==> config.mk <==
export PLATFORM = sky130hd
export DESIGN_NAME = load_store_unit
export DESIGN_NICKNAME = d
export VERILOG_FILES = /design/src/rtl/load_store_unit_pkg.sv /design/src/rtl/lsu_lane_align.sv /design/src/rtl/load_store_unit.sv
export SDC_FILE = /design/constraint.sdc
export NUM_CORES = 1
export LEC_CHECK = 0
export CAP_MARGIN = 20
export CORE_AREA = 2 2 144 146
export DETAILED_ROUTE_END_ITERATION = 8
export DIE_AREA = 0 0 146 148
export PLACE_DENSITY = 0.73
export SLEW_MARGIN = 20
export SYNTH_ARGS = -nofsm -noshare
export SYNTH_HDL_FRONTEND = slang
export SYNTH_HIERARCHICAL = 1
export SYNTH_SLANG_ARGS = --single-unit
==> constraint.sdc <==
create_clock -name clock -period 4.25 [get_ports clock]
set_input_delay 1.275 -clock clock [delete_from_list [all_inputs] [get_ports clock]]
set_output_delay 1.275 -clock clock [all_outputs]
set_load 0.05 [all_outputs]
==> src/rtl/load_store_unit_pkg.sv <==
// Shared types for the load/store unit and its data_memory port.
package load_store_unit_pkg;

    typedef logic [31:0] word;

    typedef enum logic [1:0] {
        SIZE_B = 2'd0,
        SIZE_H = 2'd1,
        SIZE_W = 2'd2
    } mem_size_t;

    typedef enum logic [2:0] {
        IDLE,
        LD_REQ,
        LD_WAIT,
        ST_WR,
        RMW_REQ,
        RMW_WAIT,
        RMW_WR,
        RESP
    } lsu_state_t;

    typedef enum logic {
        MEM_READ_EN  = 1'b0,
        MEM_WRITE_EN = 1'b1
    } mem_en_t;

    typedef struct packed {
        logic    mem_enable;
        mem_en_t mem_en;
        word     address;
        word     data_in;
    } data_memory_interface_t;

    // Size code 3 is unused and treated like a misaligned access.
    function automatic logic is_misaligned(input logic [1:0] size, input logic [1:0] addr_lo);
        return (size == 2'd3)
            || ((size == SIZE_H) && addr_lo[0])
            || ((size == SIZE_W) && (addr_lo != 2'b00));
    endfunction

endpackage

==> src/rtl/lsu_lane_align.sv <==
// Lane extraction with sign/zero extension for loads, and lane merge for sub-word stores.
module lsu_lane_align
    import load_store_unit_pkg::*;
(
    input  word        load_word,
    input  word        merge_base,
    input  word        wdata,
    input  logic [1:0] addr_lo,
    input  mem_size_t  size,
    input  logic       is_unsigned,
    output word        load_value,
    output word        merged_word
);

    logic [7:0]  byte_lane;
    logic [15:0] half_lane;
    logic        ext_bit;

    always_comb begin
        byte_lane   = load_word[{addr_lo, 3'b000} +: 8];
        half_lane   = addr_lo[1] ? load_word[31:16] : load_word[15:0];
        ext_bit     = 1'b0;
        load_value  = load_word;
        merged_word = wdata;
        case (size)
            SIZE_B: begin
                ext_bit     = ~is_unsigned & byte_lane[7];
                load_value  = {{24{ext_bit}}, byte_lane};
                merged_word = merge_base;
                merged_word[{addr_lo, 3'b000} +: 8] = wdata[7:0];
            end
            SIZE_H: begin
                ext_bit     = ~is_unsigned & half_lane[15];
                load_value  = {{16{ext_bit}}, half_lane};
                merged_word = merge_base;
                if (addr_lo[1]) merged_word[31:16] = wdata[15:0];
                else            merged_word[15:0]  = wdata[15:0];
            end
            default: begin
                load_value  = load_word;
                merged_word = wdata;
            end
        endcase
    end

endmodule

==> src/rtl/load_store_unit.sv <==
// Data-side access unit: converts byte/half/word loads and stores into word-only
// data_memory traffic, faulting misaligned or out-of-range requests.
module load_store_unit
    import load_store_unit_pkg::*;
#(
    parameter int MEM_ADDR_BITS = 10,
    parameter int READ_LATENCY  = 1
) (
    input  logic                   clock,
    input  logic                   reset_n,
    input  logic                   req_valid,
    output logic                   req_ready,
    input  logic                   req_write,
    input  logic [1:0]             req_size,
    input  logic                   req_unsigned,
    input  logic [31:0]            req_address,
    input  logic [31:0]            req_wdata,
    output logic                   resp_valid,
    output logic [31:0]            resp_rdata,
    output logic                   resp_fault,
    output data_memory_interface_t mem_sig,
    input  word                    mem_rdata
);

    localparam int CNT_W = (READ_LATENCY > 1) ? $clog2(READ_LATENCY) : 1;
    localparam logic [CNT_W-1:0] CNT_LAST = CNT_W'(READ_LATENCY - 1);

    lsu_state_t       state;
    lsu_state_t       next_state;
    logic [CNT_W-1:0] wait_cnt;
    word              addr_q;
    word              wdata_q;
    mem_size_t        size_q;
    logic             unsigned_q;
    word              rmw_word;
    word              resp_rdata_q;
    logic             resp_fault_q;
    word              load_value;
    word              merged_word;
    logic             accept;
    logic             req_fault;
    logic             wait_done;

    assign accept     = req_valid && (state == IDLE);
    assign req_fault  = is_misaligned(req_size, req_address[1:0])
                     || ((req_address >> MEM_ADDR_BITS) != 32'd0);
    assign wait_done  = (wait_cnt == CNT_LAST);
    assign req_ready  = (state == IDLE);
    assign resp_valid = (state == RESP);
    assign resp_rdata = resp_rdata_q;
    assign resp_fault = resp_fault_q;

    lsu_lane_align u_lane_align (
        .load_word   (mem_rdata),
        .merge_base  (rmw_word),
        .wdata       (wdata_q),
        .addr_lo     (addr_q[1:0]),
        .size        (size_q),
        .is_unsigned (unsigned_q),
        .load_value  (load_value),
        .merged_word (merged_word)
    );

    always_comb begin
        next_state = state;
        case (state)
            IDLE: begin
                if (accept) begin
                    if (req_fault)                next_state = RESP;
                    else if (!req_write)          next_state = LD_REQ;
                    else if (req_size == SIZE_W)  next_state = ST_WR;
                    else                          next_state = RMW_REQ;
                end
            end
            LD_REQ:   next_state = LD_WAIT;
            LD_WAIT:  if (wait_done) next_state = RESP;
            ST_WR:    next_state = RESP;
            RMW_REQ:  next_state = RMW_WAIT;
            RMW_WAIT: if (wait_done) next_state = RMW_WR;
            RMW_WR:   next_state = RESP;
            RESP:     next_state = IDLE;
            default:  next_state = IDLE;
        endcase
    end

    // Memory is enabled only in the request and write states; everything else idles the port.
    always_comb begin
        mem_sig         = '0;
        mem_sig.mem_en  = MEM_READ_EN;
        mem_sig.address = {addr_q[31:2], 2'b00};
        case (state)
            LD_REQ, RMW_REQ: mem_sig.mem_enable = 1'b1;
            ST_WR: begin
                mem_sig.mem_enable = 1'b1;
                mem_sig.mem_en     = MEM_WRITE_EN;
                mem_sig.data_in    = wdata_q;
            end
            RMW_WR: begin
                mem_sig.mem_enable = 1'b1;
                mem_sig.mem_en     = MEM_WRITE_EN;
                mem_sig.data_in    = merged_word;
            end
            default: ;
        endcase
    end

    always_ff @(posedge clock or negedge reset_n) begin
        if (!reset_n) begin
            state        <= IDLE;
            wait_cnt     <= '0;
            addr_q       <= '0;
            wdata_q      <= '0;
            size_q       <= SIZE_B;
            unsigned_q   <= 1'b0;
            rmw_word     <= '0;
            resp_rdata_q <= '0;
            resp_fault_q <= 1'b0;
        end else begin
            state <= next_state;
            if (accept) begin
                addr_q     <= req_address;
                wdata_q    <= req_wdata;
                size_q     <= mem_size_t'(req_size);
                unsigned_q <= req_unsigned;
            end
            if ((state == LD_WAIT) || (state == RMW_WAIT)) wait_cnt <= wait_cnt + 1'b1;
            else                                           wait_cnt <= '0;
            if ((state == RMW_WAIT) && wait_done) rmw_word <= mem_rdata;
            // Response fields change only as RESP is entered, so they hold between responses.
            if ((next_state == RESP) && (state != RESP)) begin
                resp_rdata_q <= (state == LD_WAIT) ? load_value : '0;
                resp_fault_q <= (state == IDLE);
            end
        end
    end

endmodule

==> impl_results.rst <==
.. list-table::
   :header-rows: 1

   * - Metric
     - Value
   * - Worst setup slack before clock tree synthesis
     - 0.520 ns
   * - Number of unique standard cell types used by synthesis
     - 60
   * - Wire length of the first global-routing pass
     - 40.7 mm
   * - Number of I/O port buffers
     - about 200
   * - Length of the first detailed-routing pass in iterations
     - 5
   * - Number of failing hold endpoints at the final stage
     - 0
   * - Final standard cell count with taps included and fillers excluded
     - 1346
   * - Detailed-placement wirelength estimate
     - around 18 mm
   * - Drt wl/cell
     - 19.2 um
   * - Most repeated cell in the gate-level netlist after synthesis
     - sky130_fd_sc_hd__nand2_1
   * - Via count of the first global-routing pass
     - 7398
   * - Synthesized instance count
     - around 920
   * - Area fraction of the dominant cell type after synthesis
     - 0.420
   * - CTS Root Buffer Type
     - sky130_fd_sc_hd__clkbuf_16
   * - Final setup margin
     - about 0.22 ns
   * - Routing usage on met3
     - 0.0648
   * - Post-route worst hold slack
     - between 0.4 and 0.5 ns
   * - Synthesis Warnings
     - 6
   * - Endpoint kind of the worst setup timing path
     - output port
   * - Met1 GRT Util
     - 0.315
   * - CTS max path bufs
     - 2
   * - # setup viols final
     - 0
   * - Number of cells after detailed placement
     - between 1000 and 1500
   * - Global placer's final weighted congestion
     - 0.892
   * - Share of flip-flops with an asynchronous set or reset
     - 1.00
   * - Final routed DRC violation total
     - 0
   * - Overall Global Routing Usage
     - 0.238
   * - Max rail drop VDD
     - around 0.00045 V
   * - CTS Sinks
     - 136
   * - Met2 track demand over resource in global routing
     - 0.375
   * - Maximum number of pins on one net before global-route repair
     - approximately 70
   * - Most common library cells after synthesis
     - sky130_fd_sc_hd__nand2_1, sky130_fd_sc_hd__dfrtp_1, sky130_fd_sc_hd__a22o_1
   * - Number of nets with antenna violations after routing
     - 0
   * - Library cell with the largest summed area after synthesis
     - sky130_fd_sc_hd__dfrtp_1
   * - Biggest fanout along the worst timing path
     - 13
   * - TritonCTS buffer count
     - 17
   * - Min-delay worst type
     - flip-flop to flip-flop
   * - Detailed router's first-iteration violation count
     - between 800 and 900
   * - CP Class
     - flip-flop to output port
   * - Register clock-pin slew on the reported worst setup and hold paths
     - approximately 0.060 ns
   * - Mean Syn Cell Area
     - approximately 8.8 um2
   * - Number of antenna violations at the first check in global routing
     - 0
   * - Number of I/O pins
     - about 200
   * - Initial cell density of the core
     - 0.404
   * - Final net count
     - 1171
   * - Final period util
     - 0.949
   * - Cell types with the largest area share after synthesis
     - sky130_fd_sc_hd__dfrtp_1, sky130_fd_sc_hd__nand2_1, sky130_fd_sc_hd__mux2_2
   * - Worst clock skew
     - 0.0115 ns
   * - Count of flip-flops with a built-in enable after synthesis
     - 0
   * - Area of the mapped netlist
     - a little over 0.008 mm2
   * - RSZ-0062 raised after global routing
     - no
   * - Number of levels the H-tree was split into
     - 4
   * - Post-Route WL
     - 25.9 mm
   * - Area overhead of the layout relative to synthesis
     - 36.3%
   * - Peak clock frequency supported by timing
     - about 250 MHz
   * - Time the final worst path needs with I/O delays and setup
     - slightly above 4 ns
   * - CTS tree
     - yes
   * - Overflow after GRT
     - 0
   * - Layer with the highest usage after global routing
     - met2
   * - Clock Latency Late Sink
     - 0.42 ns
   * - Standby leakage power
     - around 4.8 nW
   * - Count of state elements after synthesis
     - between 100 and 150
   * - Slew HR
     - 0.463
   * - Die X-Extent
     - 146 um
   * - Antenna diode count
     - 0
   * - Count of max-cap constraint violations
     - 0
   * - Sequential fraction of the synthesis area
     - 0.420
   * - DIE AREA
     - roughly 0.022 mm2
   * - Top_reg_cell synth
     - sky130_fd_sc_hd__dfrtp_1
   * - Total Power
     - between 0.01 and 0.015 W
   * - Startpoint type of the worst setup path
     - flip-flop
   * - Mean number of vias per cell
     - between 5 and 6
   * - Layout cells sized above 1
     - 0.154
   * - Core area
     - around 0.02 mm2
   * - Required time at the worst-slack endpoint
     - 2.97 ns
   * - Overall via count from detail_route
     - ~7700
   * - Standard-cell row count
     - 52
   * - Power per Cell Area
     - about 950 mW/mm2
   * - Post-CTS Setup Bufs
     - 0
   * - Outcome
     - completed
   * - Arrival @ worst endpoint
     - 2.76 ns
   * - Final total negative setup slack
     - 0 ns
   * - Vertical extent of the die
     - 148 um
   * - Max Transition Viols Final
     - 0
   * - Transition time at the pin with the least slew margin
     - roughly 0.8 ns
[through the flow]
step           utilization  cell area (um2)
6_report             0.551            11000
5_1_grt              0.551            11000
4_1_cts              0.551            11000
3_5_place_dp         0.519            10400
3_3_place_gp         0.519            10400
2_1_floorplan            -             8110
[flip-flops by register name, indices dropped and copies added (netlist names)]
signal	cells
wait_cnt	1
size_q	2
unsigned_q	1
resp_fault	1
addr_q	32
rmw_word	32
wdata_q	32
state	3
resp_rdata	32
[layout make-up]
cell class | instances | area [um2]
clock inverters | 14 | 196
multi-input cells | 679 | 4130
clock buffers | 18 | 439
repair buffers | 223 | 2510
fillers | 1863 | 8990
flip-flops and latches | 136 | 3410
well taps | 270 | 338
inverters | 6 | 22.5
[path summary, 6_finish.rpt]
| path | start | end | slack [ns] | depth (start not counted) |
|---|---|---|---|---|
| max in group asynchronous | reset_n | wdata_q[0] | 2.61 | 2 |
| min in group asynchronous | reset_n | resp_rdata[6] | 0.82 | 1 |
| setup / recovery | addr_q[1] | mem_sig[27] | 0.22 | 8 |
| hold reg to reg | addr_q[30] | addr_q[30] | 0.47 | 2 |
| setup reg to reg | size_q[0] | resp_rdata[5] | 1.98 | 6 |
| hold / removal | addr_q[30] | addr_q[30] | 0.47 | 2 |
[critical path, cell delays in order, from the launching register on]
cell                      delay (ns)
sky130_fd_sc_hd__dfrtp_1        0.37
sky130_fd_sc_hd__buf_4          0.19
sky130_fd_sc_hd__inv_1          0.17
sky130_fd_sc_hd__ha_1           0.35
sky130_fd_sc_hd__nor4_4         0.62
sky130_fd_sc_hd__a22oi_1        0.12
sky130_fd_sc_hd__o21ai_0        0.12
sky130_fd_sc_hd__a22o_1         0.23
sky130_fd_sc_hd__buf_12         0.16
[cells in the final DEF, fill, tap and decap left out, types with 4 or more instances in the layout]
master / count
sky130_fd_sc_hd__clkbuf_16: 17
sky130_fd_sc_hd__a221oi_1: 6
sky130_fd_sc_hd__nor4_1: 6
sky130_fd_sc_hd__nand2_1: 311
sky130_fd_sc_hd__a22oi_1: 18
sky130_fd_sc_hd__o211ai_1: 25
sky130_fd_sc_hd__buf_12: 33
sky130_fd_sc_hd__nor2_1: 10
sky130_fd_sc_hd__mux2_2: 38
sky130_fd_sc_hd__a22o_1: 42
sky130_fd_sc_hd__a221o_1: 8
sky130_fd_sc_hd__a211o_1: 7
sky130_fd_sc_hd__a2bb2oi_1: 7
sky130_fd_sc_hd__o21ai_0: 25
sky130_fd_sc_hd__nand2b_1: 10
sky130_fd_sc_hd__mux2i_1: 4
sky130_fd_sc_hd__a21oi_2: 10
sky130_fd_sc_hd__inv_1: 4
sky130_fd_sc_hd__nand3_1: 33
sky130_fd_sc_hd__bufinv_16: 4
sky130_fd_sc_hd__nor3_1: 4
sky130_fd_sc_hd__ha_1: 5
sky130_fd_sc_hd__buf_4: 21
sky130_fd_sc_hd__dfrtp_1: 134
sky130_fd_sc_hd__nor2b_1: 7
sky130_fd_sc_hd__a21oi_1: 19
sky130_fd_sc_hd__o31ai_1: 33
sky130_fd_sc_hd__o211ai_2: 9
sky130_fd_sc_hd__clkdlybuf4s50_1: 168
[layer usage]
| layer | part of all wire | up-vias | routed length, um |
|---|---|---|---|
| met1 | 0.41 | 3706 | 10700 |
| met3 | 0.095 | 49 | 2450 |
| met4 | 0.026 | 0 | 684 |
| li1 | - | 3494 | - |
| met2 | 0.47 | 417 | 12000 |
| met5 | 0 | - | 0 |
[logic make-up (layout without fill, tap and decap cells)]
family | after synthesis | after routing | synth area share
buffers and inverters | 110 | 261 | 0.0743
adders and majority gates | 5 | 5 | 0.00772
muxes | 43 | 43 | 0.0591
DFF | 136 | 136 | 0.420
other | 1 | 2 | 0.000463
and+or+nand+nor | 405 | 405 | 0.215
AOI/OAI and AO/OA | 223 | 223 | 0.222
xor gates and xnor gates | 1 | 1 | 0.00108
[timing repair]
item,in CTS,in global routing
setup endpoints to repair,0,11
hold buffers,0,0
resized for setup,0,2
[power breakdown]
part | total (W) | leakage, nW | switching [W] | internal [W]
registers | 0.00259 | 1.71 | 0.000676 | 0.00192
clock network | 0.00160 | 0.303 | 0.000597 | 0.00100
logic | 0.00625 | 2.74 | 0.00382 | 0.00244
total | 0.0104 | 4.76 | 0.00509 | 0.00536
Power figures use the tool's default switching activity.
